**src/rtl/seven_segment_scanner.sv**
```systemverilog
// Time-multiplexed driver for a four-digit, common-anode seven-segment display.
// Each digit is lit for REFRESH_CYCLES clocks; a frame's content is latched once per frame.
module seven_segment_scanner #(
  parameter int REFRESH_CYCLES = 100000
) (
  input  logic       clk,
  input  logic       reset,
  input  logic [3:0] display_in [3:0],
  input  logic [3:0] blank_in,
  input  logic [3:0] dp_in,
  input  logic       enable,
  output logic [3:0] an,
  output logic [6:0] seg,
  output logic       dp,
  output logic       frame_done
);

  localparam int CNT_W = (REFRESH_CYCLES > 1) ? $clog2(REFRESH_CYCLES) : 1;
  localparam logic [CNT_W-1:0] TERM = CNT_W'(REFRESH_CYCLES - 1);

  logic [CNT_W-1:0] cnt_p0;
  logic [1:0]       idx_p0;
  logic [3:0]       digit_p0 [3:0];
  logic [3:0]       blank_p0;
  logic [3:0]       dpsel_p0;
  logic             term_p0;

  // Active-low cathode pattern {g,f,e,d,c,b,a} for one hex nibble.
  function automatic logic [6:0] hex_decode(input logic [3:0] nib);
    logic [6:0] pat;
    unique case (nib)
      4'h0: pat = 7'b1000000;
      4'h1: pat = 7'b1111001;
      4'h2: pat = 7'b0100100;
      4'h3: pat = 7'b0110000;
      4'h4: pat = 7'b0011001;
      4'h5: pat = 7'b0010010;
      4'h6: pat = 7'b0000010;
      4'h7: pat = 7'b1111000;
      4'h8: pat = 7'b0000000;
      4'h9: pat = 7'b0010000;
      4'hA: pat = 7'b0001000;
      4'hB: pat = 7'b0000011;
      4'hC: pat = 7'b1000110;
      4'hD: pat = 7'b0100001;
      4'hE: pat = 7'b0000110;
      default: pat = 7'b0001110;
    endcase
    return pat;
  endfunction

  function automatic logic [3:0] anode_select(input logic [1:0] idx);
    return ~(4'b0001 << idx);
  endfunction

  assign term_p0 = (cnt_p0 == TERM);

  // Stage p0: prescaler, digit index and per-frame snapshot.
  // The snapshot starts fully blanked so nothing lights before real data is latched.
  always_ff @(posedge clk) begin
    if (reset) begin
      cnt_p0     <= '0;
      idx_p0     <= '0;
      blank_p0   <= 4'hF;
      dpsel_p0   <= 4'h0;
      frame_done <= 1'b0;
      for (int i = 0; i < 4; i++) digit_p0[i] <= 4'h0;
    end else begin
      frame_done <= 1'b0;
      if (enable) begin
        if (term_p0) begin
          cnt_p0 <= '0;
          idx_p0 <= idx_p0 + 2'd1;
          if (idx_p0 == 2'd3) begin
            for (int i = 0; i < 4; i++) digit_p0[i] <= display_in[i];
            blank_p0   <= blank_in;
            dpsel_p0   <= dp_in;
            frame_done <= 1'b1;
          end
        end else begin
          cnt_p0 <= cnt_p0 + 1'b1;
        end
      end
    end
  end

  // Stage p1: registered pin drivers, one cycle behind the scan state.
  always_ff @(posedge clk) begin
    if (reset) begin
      an  <= 4'hF;
      seg <= 7'h7F;
      dp  <= 1'b1;
    end else if (!enable || blank_p0[idx_p0]) begin
      an  <= 4'hF;
      seg <= 7'h7F;
      dp  <= 1'b1;
    end else begin
      an  <= anode_select(idx_p0);
      seg <= hex_decode(digit_p0[idx_p0]);
      dp  <= ~dpsel_p0[idx_p0];
    end
  end

endmodule

```
**config.mk**
```make
export PLATFORM = sky130hd
export DESIGN_NAME = seven_segment_scanner
export DESIGN_NICKNAME = d
export VERILOG_FILES = /design/src/rtl/seven_segment_scanner.sv
export SDC_FILE = /design/constraint.sdc
export NUM_CORES = 1
export LEC_CHECK = 0
export CAP_MARGIN = 5
export CORE_MARGIN = 2
export CORE_UTILIZATION = 40
export CTS_BUF_LIST = sky130_fd_sc_hd__clkbuf_4 sky130_fd_sc_hd__clkbuf_8
export CTS_CLUSTER_DIAMETER = 150
export DETAILED_ROUTE_END_ITERATION = 7
export GPL_TIMING_DRIVEN = 0
export PLACE_DENSITY = 0.7
export SYNTH_ARGS = -nofsm -noshare
export SYNTH_HDL_FRONTEND = slang
export SYNTH_SLANG_ARGS = --single-unit
```
**constraint.sdc**
```tcl
create_clock -name clk -period 6 [get_ports clk]
set_clock_uncertainty 0.1 [all_clocks]
set_input_delay 0.6 -clock clk [delete_from_list [all_inputs] [get_ports clk]]
set_output_delay 0.6 -clock clk [all_outputs]
set_load 0.01 [all_outputs]
```
Word-level counts from Yosys, hierarchy flattened
Memory sizes are Yosys's and may differ from the RTL's. A register that Yosys moved wholly into a read port is not among the register bits.
Cells that the tools add are included.
Operators by class
  add/subtract/negate cells: 2
  multipliers: 0
  div/mod/pow operators: 0
  magnitude comparators: 1
  eq/ne operators: 2
  shifts and indexed selects: 1
  muxes and demuxes: 18
  bitwise gates (word level): 6
  reduce and logical (&&, ||, !) cells: 5
Operators by type and width (number)
  $add 17x1->17 const B: 1
  $eq 17x17->1 const B: 1
  $mux 17: 1
  $mux 4: 4
  $mux 1: 9
  $bmux 1 s2: 2
  $mux 2: 2
  $not 4->4: 1
  $or 1x1->1: 4
  $shl 1x2->4 const A: 1
  $lt 2x3->1 const B: 1
  $reduce_and 3->1: 1
  $add 2x1->2 const B: 1
  $eq 2x2->1 const B: 1
  $reduce_and 2->1: 1
  $reduce_or 2->1: 1
  $logic_not 1->1: 1
  $logic_or 1x1->1: 1
  $not 1->1: 1
Storage, ports and cells
  register bits after elaboration: 33
  latch bits: 0
  memory bits (writable): 16
  memory bits (read-only): 112
  output and inout bits: 13
  word-level logic and storage cells: 44
  memories kept: 2
Memory list
  (no name shown): words 16, bits a word 7, rd ports 1, clocked after Yosys merged registers in 1, write ports 0, line 31  | unique case (nib)
  digit_p0: words 4, bits a word 4, rd ports 1, clocked after Yosys merged registers in 1, write ports 4, line 23  | logic [3:0] digit_p0 [3:0];

Depth between registers and ports, before layout
Gate-level depths: netlist of run 1.
  word-level depth: 7
  gate-level depth with buffers: 7
  gate-level depth less buffers: 7

Least setup slack after synthesis of run 1
Ideal clock, no wire load.
  path kind: in2reg
  start point: input port enable
  end point: memory digit_p0[0][0] (enable)
  setup time: 0.374 ns
  arrival: 1.935 ns
  data required time: 5.526 ns
  path slack: 3.592 ns
  cell stages on the path: 4
  buffers on the path: 1
  cells stage by stage: clkbuf_1 -> nor3b_1 -> a31oi_1 -> inv_1
RTL lines
  from (decl): line 11  | input logic enable,
  to (decl): line 23

==> impl_metrics.env, run 1 <==
export IMPL_wirelength_um=4700
export IMPL_tightest_slew_ns=0.719
export IMPL_path_delay_family="simple AND/OR/NAND/NOR gates"
export IMPL_antenna_found_initial=0
export IMPL_crit_path_top_delay_cell="inv_1"
export IMPL_syn2layout_area_growth_pct=27.0
export IMPL_crit_buf_inv=1
export IMPL_fp_dieW_um=83.9
export IMPL_setup_tns_ns=0
export IMPL_numCtsBuffers=9
export IMPL_viasPerCell=5.15
export IMPL_cts_root_buffer="clkbuf_8"
export IMPL_dieArea_um2=7050
export IMPL_placed_cells=343
export IMPL_hold_violations=0
export IMPL_slew_violations=0
export IMPL_synth_main_ff_cell="dfxtp_1"
export IMPL_hold_slack_ns=0.370
export IMPL_max_freq_mhz=385
export IMPL_seqCellArea_um2=1320
export IMPL_cpPeakStageDelay_ns=0.60
export IMPL_cts_hold_buf=0
export IMPL_overflow=0
export IMPL_r2r_setup_slack_ns=3.40
export IMPL_gp_congestion=0.897
export IMPL_slew_headroom=0.520
export IMPL_drt_initial_drc_count=56
export IMPL_outcome="completed"
export IMPL_grt_pass1_vias=1701
export IMPL_cts_buffer_depth=2
export IMPL_powerDensity_nw_per_um2=260
export IMPL_synth_distinct_cells=42
export IMPL_ir_worst_vdd_mv=0.124
export IMPL_arrival_ns=2.48
export IMPL_cp_end_kind="register"
export IMPL_vias=1850
export IMPL_yosysWarnings=0
export IMPL_diodes=0
export IMPL_grt_pass1_wl_um=7910
export IMPL_placed_area_um2=3030
export IMPL_drtPass1Iterations=4
export IMPL_clock_latency_ns=0.35
export IMPL_drc=0
export IMPL_row_count=29
export IMPL_multiInputGateArea_um2=1160
export IMPL_layout_drive_gt1_share=0.124
export IMPL_clock_sinks=58
export IMPL_drv_cap=0
export IMPL_start_util=0.407
export IMPL_setup_worst_path_start_class="register"
export IMPL_fp_coreArea_um2=6280
export IMPL_cts_resized=0
export IMPL_total_power_w=0.000845
export IMPL_finalInstanceArea_um2=3250
export IMPL_period_share=0.433
export IMPL_ios=40
export IMPL_ant_nets=0
export IMPL_fill_cells=577
export IMPL_cts_clk_slew_worst_paths_ns=0.07
export IMPL_grt_usage=0.143
export IMPL_final_cells=359
export IMPL_min_period_ns=2.60
export IMPL_crit_chain="or4_4 -> nor4_4 -> a31oi_1 -> inv_1"
export IMPL_synth_avg_cell_area_um2=11.2
export IMPL_syn_num_nets=266
export IMPL_finalSetupViolCount=0
export IMPL_rsz0062_at_grt="no"
export IMPL_ys_seq_elements=58
export IMPL_timing_worst_setup_path_type="register to register"
export IMPL_ys_seq_area_frac=0.517
export IMPL_die_height_um=83.9
export IMPL_async_flop_share=0
export IMPL_wire_per_inst_um=13.1
export IMPL_numPortBuffers=38
export IMPL_synth_cells=228
export IMPL_cts_post_setup_buffers_inserted=0
export IMPL_grt_max_degree=21
export IMPL_hp_class="register to register"
export IMPL_cp_required_ns=5.88
export IMPL_cts_tree="yes"
export IMPL_synth_edf_count=16
export IMPL_hpwl_um=3420
export IMPL_path_max_fanout=20
export IMPL_p_leak_nw=1.16
export IMPL_htree_levels=3
export IMPL_synth_cell_area_um2=2560
export IMPL_layout_nets=315
==> Yosys cell counts (2+ instances only) <==
| cell type | n | area, um2 |
|---|---|---|
| inv_1 | 10 | 37.5 |
| a22o_1 | 4 | 35.0 |
| a21oi_1 | 9 | 45.0 |
| or4_4 | 2 | 22.5 |
| buf_2 | 2 | 10.0 |
| nor3b_1 | 2 | 15.0 |
| nand3_1 | 6 | 30.0 |
| o21ai_0 | 5 | 25.0 |
| nor2_1 | 14 | 52.6 |
| o211ai_1 | 2 | 15.0 |
| or3_1 | 3 | 18.8 |
| nor2_2 | 3 | 18.8 |
| nor4_1 | 4 | 25.0 |
| xnor2_1 | 9 | 78.8 |
| nor3_1 | 3 | 15.0 |
| mux4_2 | 6 | 135 |
| and2_1 | 16 | 100 |
| mux2i_1 | 4 | 40.0 |
| ha_1 | 11 | 138 |
| o221ai_1 | 4 | 35.0 |
| nand4_1 | 6 | 37.5 |
| edfxtp_1 | 16 | 480 |
| o22a_1 | 4 | 35.0 |
| xor2_1 | 4 | 35.0 |
| nor2b_1 | 2 | 12.5 |
| clkbuf_1 | 4 | 15.0 |
| dfxtp_1 | 42 | 841 |
| nand2_1 | 17 | 63.8 |
==> kinds of logic after synthesis <==
group	count (synthesis)	synth area share
AOI/OAI and AO/OA	32	0.0905
xor gates and xnor gates	13	0.0445
adders and majority gates	11	0.0538
buffers and inverters	17	0.0289
DFF	58	0.517
muxes	11	0.0729
and+or+nand+nor	86	0.192
==> worst paths after layout <==
kind / startpoint / depth (start not counted) / end
max: cnt_p0[11] / 4 / digit_p0[3][1]
min: blank_p0[1] / 1 / blank_p0[1]
max reg2reg: cnt_p0[11] / 4 / digit_p0[3][1]
min reg2reg: blank_p0[1] / 1 / blank_p0[1]
==> layout by cell type, fill, tap and decap left out, types with 2 or more instances in the layout <==
master / count
clkbuf_1: 4
clkinv_2: 2
a21oi_1: 9
clkbuf_8: 9
mux2i_1: 4
mux4_2: 6
and2_1: 16
nor3_1: 3
nor3b_1: 2
bufinv_16: 2
nor2_2: 3
buf_2: 2
nand2_1: 17
nor4_1: 4
a22o_1: 4
nor2b_1: 2
ha_1: 11
inv_1: 10
nor2_1: 14
o21ai_0: 5
o211ai_1: 2
o221ai_1: 4
or3_1: 3
o22a_1: 4
nand3_1: 6
xor2_1: 4
xnor2_1: 9
clkdlybuf4s50_1: 38
edfxtp_1: 16
dfxtp_1: 42
or4_4: 2
nand4_1: 6
==> stage by stage <==
| step | worst slack [ns] | util |
|---|---|---|
| after floorplan | 3.59 | - |
| after global placement | 3.18 | 0.483 |
| after detailed placement | 3.17 | 0.483 |
| after CTS | 3.40 | 0.517 |
| after global routing | 3.21 | 0.517 |
| final | 3.40 | 0.517 |
==> final cells by class <==
type,instances,area share
Sequential cell,58,0.407
Multi-Input combinational cell,153,0.358
Timing Repair Buffer,38,0.117
Clock buffer,10,0.0405
Tap cell,77,0.0297
Clock inverter,6,0.0254
Inverter,10,0.0116
Buffer,7,0.0112
==> report_power, final <==
part	switching [W]	internal, W
Combinational	0.0000193	0.0000246
Clock	0.000154	0.000236
Sequential	0.00000290	0.000408
==> sequential cells by signal (all words and copies together) (netlist names), named ones only <==
| signal | flops |
|---|---|
| dpsel_p0 | 4 |
| blank_p0 | 4 |
| cnt_p0 | 17 |
| an | 4 |
| digit_p0 | 16 |
| dp | 1 |
| idx_p0 | 2 |
| frame_done | 1 |
| seg | 7 |
==> layer usage <==
metal | global-route usage | routed length, um
met1 | 0.189 | 2240
met2 | 0.211 | 2070
met3 | 0.0366 | 269
met4 | 0.0836 | 124
met5 | 0 | 0
(Power assumes the default switching activity.)
==> run 2, diff against run 1 <==
==> constraint.sdc (replaced) <==
create_clock -name clk -period 2.5 [get_ports clk]
set_clock_uncertainty 0.1 [all_clocks]
set_input_delay 0.25 -clock clk [delete_from_list [all_inputs] [get_ports clk]]
set_output_delay 0.25 -clock clk [all_outputs]
set_load 0.01 [all_outputs]
==> impl_metrics.env, run 2 (same netlist as run 1, synthesis figures left out) <==
export IMPL_outcome="completed"
export IMPL_hold_slack_ns=0.339
export IMPL_grt_pass1_vias=1697
export IMPL_top_usage_layer="met2"
export IMPL_setup_worst_path_start_class="register"
export IMPL_cp_endpoint="seg[2]"
export IMPL_vias=1873
export IMPL_wirelength_um=4730
export IMPL_rr_worst_depth=4
export IMPL_htree_levels=3
export IMPL_layout_drive_gt1_share=0.134
export IMPL_diodes=0
export IMPL_fp_dieW_um=83.9
export IMPL_drtPass1Iterations=4
export IMPL_final_common_cell="dfxtp_1"
export IMPL_period_share=0.952
export IMPL_finalInstanceArea_um2=3260
export IMPL_cp_end_kind="register"
export IMPL_worstReg2RegEnd="seg[2]"
export IMPL_numPortBuffers=38
export IMPL_largest_reg_flops=17
export IMPL_syn2layout_area_growth_pct=27.7
export IMPL_powerDensity_nw_per_um2=621
export IMPL_antenna_found_initial=0
export IMPL_die_height_um=83.9
export IMPL_setup_tns_ns=0
export IMPL_worst_slack_ns=0.119
export IMPL_largestRegisters="cnt_p0 (17), digit_p0 (16), seg (7)"
export IMPL_grt_max_degree=21
export IMPL_min_period_ns=2.38
export IMPL_p_leak_nw=1.15
export IMPL_timing_worst_setup_path_type="register to register"
export IMPL_overflow=0
export IMPL_hold_violations=0
export IMPL_wire_per_inst_um=13.2
export IMPL_cts_tree="yes"
export IMPL_grt_pass1_wl_um=7920
export IMPL_hp_class="input port to register"
export IMPL_dieArea_um2=7050
export IMPL_clock_sinks=58
export IMPL_gp_congestion=0.897
export IMPL_row_count=29
export IMPL_hpwl_um=3420
export IMPL_ios=40
export IMPL_cts_post_setup_buffers_inserted=0
export IMPL_use_met1=0.190
export IMPL_clock_latency_ns=0.35
export IMPL_slew_violations=0
export IMPL_use_met2=0.210
export IMPL_slew_headroom=0.565
export IMPL_viasPerCell=5.20
export IMPL_drv_cap=0
export IMPL_hold_path_startpoint="enable"
export IMPL_final_cell_mix="dfxtp_1 (42), clkdlybuf4s50_1 (38), nand2_1 (17), and2_1 (16), edfxtp_1 (16)"
export IMPL_cp_startpoint="idx_p0[0]"
export IMPL_rsz0062_at_grt="no"
export IMPL_pre_cts_ws_ns=-0.100
export IMPL_cts_clk_slew_worst_paths_ns=0.06
export IMPL_path_max_fanout=10
export IMPL_ant_nets=0
export IMPL_cts_root_buffer="clkbuf_8"
export IMPL_max_freq_mhz=420
export IMPL_cts_hold_buf=0
export IMPL_grt_use_met3=0.0366
export IMPL_ir_worst_vdd_mv=0.297
export IMPL_layout_nets=316
export IMPL_arrival_ns=2.47
export IMPL_placed_area_um2=3030
export IMPL_drt_initial_drc_count=48
export IMPL_fill_cells=577
export IMPL_timing_rr_start="idx_p0[0]"
export IMPL_cp_required_ns=2.59
export IMPL_start_util=0.407
export IMPL_drc=0
export IMPL_fp_coreArea_um2=6280
export IMPL_numCtsBuffers=9
export IMPL_r2r_setup_slack_ns=0.12
export IMPL_regMostFlops="cnt_p0"
export IMPL_tightest_slew_ns=0.651
export IMPL_finalSetupViolCount=0
export IMPL_cts_buffer_depth=2
export IMPL_grt_usage=0.143
==> run 2: critical path, stage by stage (launching register included) <==
cell and delay [ns]:
dfxtp_1 0.48, mux4_2 0.56, nor3b_1 0.54, clkbuf_1 0.37, o221ai_1 0.19
==> run 2: area by class of cell <==
type	count	area [um2]	area share
Inverter	10	41.3	0.0126
Timing Repair inverter	1	7.51	0.00230
Tap cell	77	96.3	0.0295
Clock inverter	6	82.6	0.0253
Sequential cell	58	1320	0.405
Multi-Input combinational cell	153	1170	0.358
Buffer	7	36.3	0.0111
Timing Repair Buffer	38	380	0.117
Clock buffer	10	131	0.0402
==> run 2: through the flow <==
stage	total power [W]	utilization	cells
after floorplan	0.00106	-	228
after global placement	0.00111	0.483	343
after detailed placement	0.00111	0.483	343
after CTS	0.00205	0.518	359
after global routing	0.00211	0.520	360
final	0.00203	0.520	360
==> run 2: worst min path at each step <==
stage	endpoint	slack, ns	cells past startpoint
2_1_floorplan	register	0.22	1
3_3_place_gp	blank_p0[0]	0.34	1
3_5_place_dp	dpsel_p0[1]	0.36	1
4_1_cts	cnt_p0[0]	0.32	3
5_1_grt	cnt_p0[0]	0.38	3
6_report	cnt_p0[1]	0.34	3
==> run 2: where the power goes <==
| group | leakage [nW] | switching, W | internal, W |
|---|---|---|---|
| Combinational | 0.551 | 0.0000476 | 0.0000598 |
| Sequential | 0.491 | 0.00000708 | 0.000980 |
| Clock | 0.111 | 0.000366 | 0.000567 |
==> run 2: layer usage <==
metal	share of wire	up-vias
li1	-	923
met1	0.48	892
met2	0.44	47
met3	0.052	11
met4	0.026	0
met5	0	-
==> run 2: repair_timing <==
action	4_1_cts	5_1_grt
gates cloned	0	1
endpoints found under the setup margin	20	20
gates resized for setup	1	2
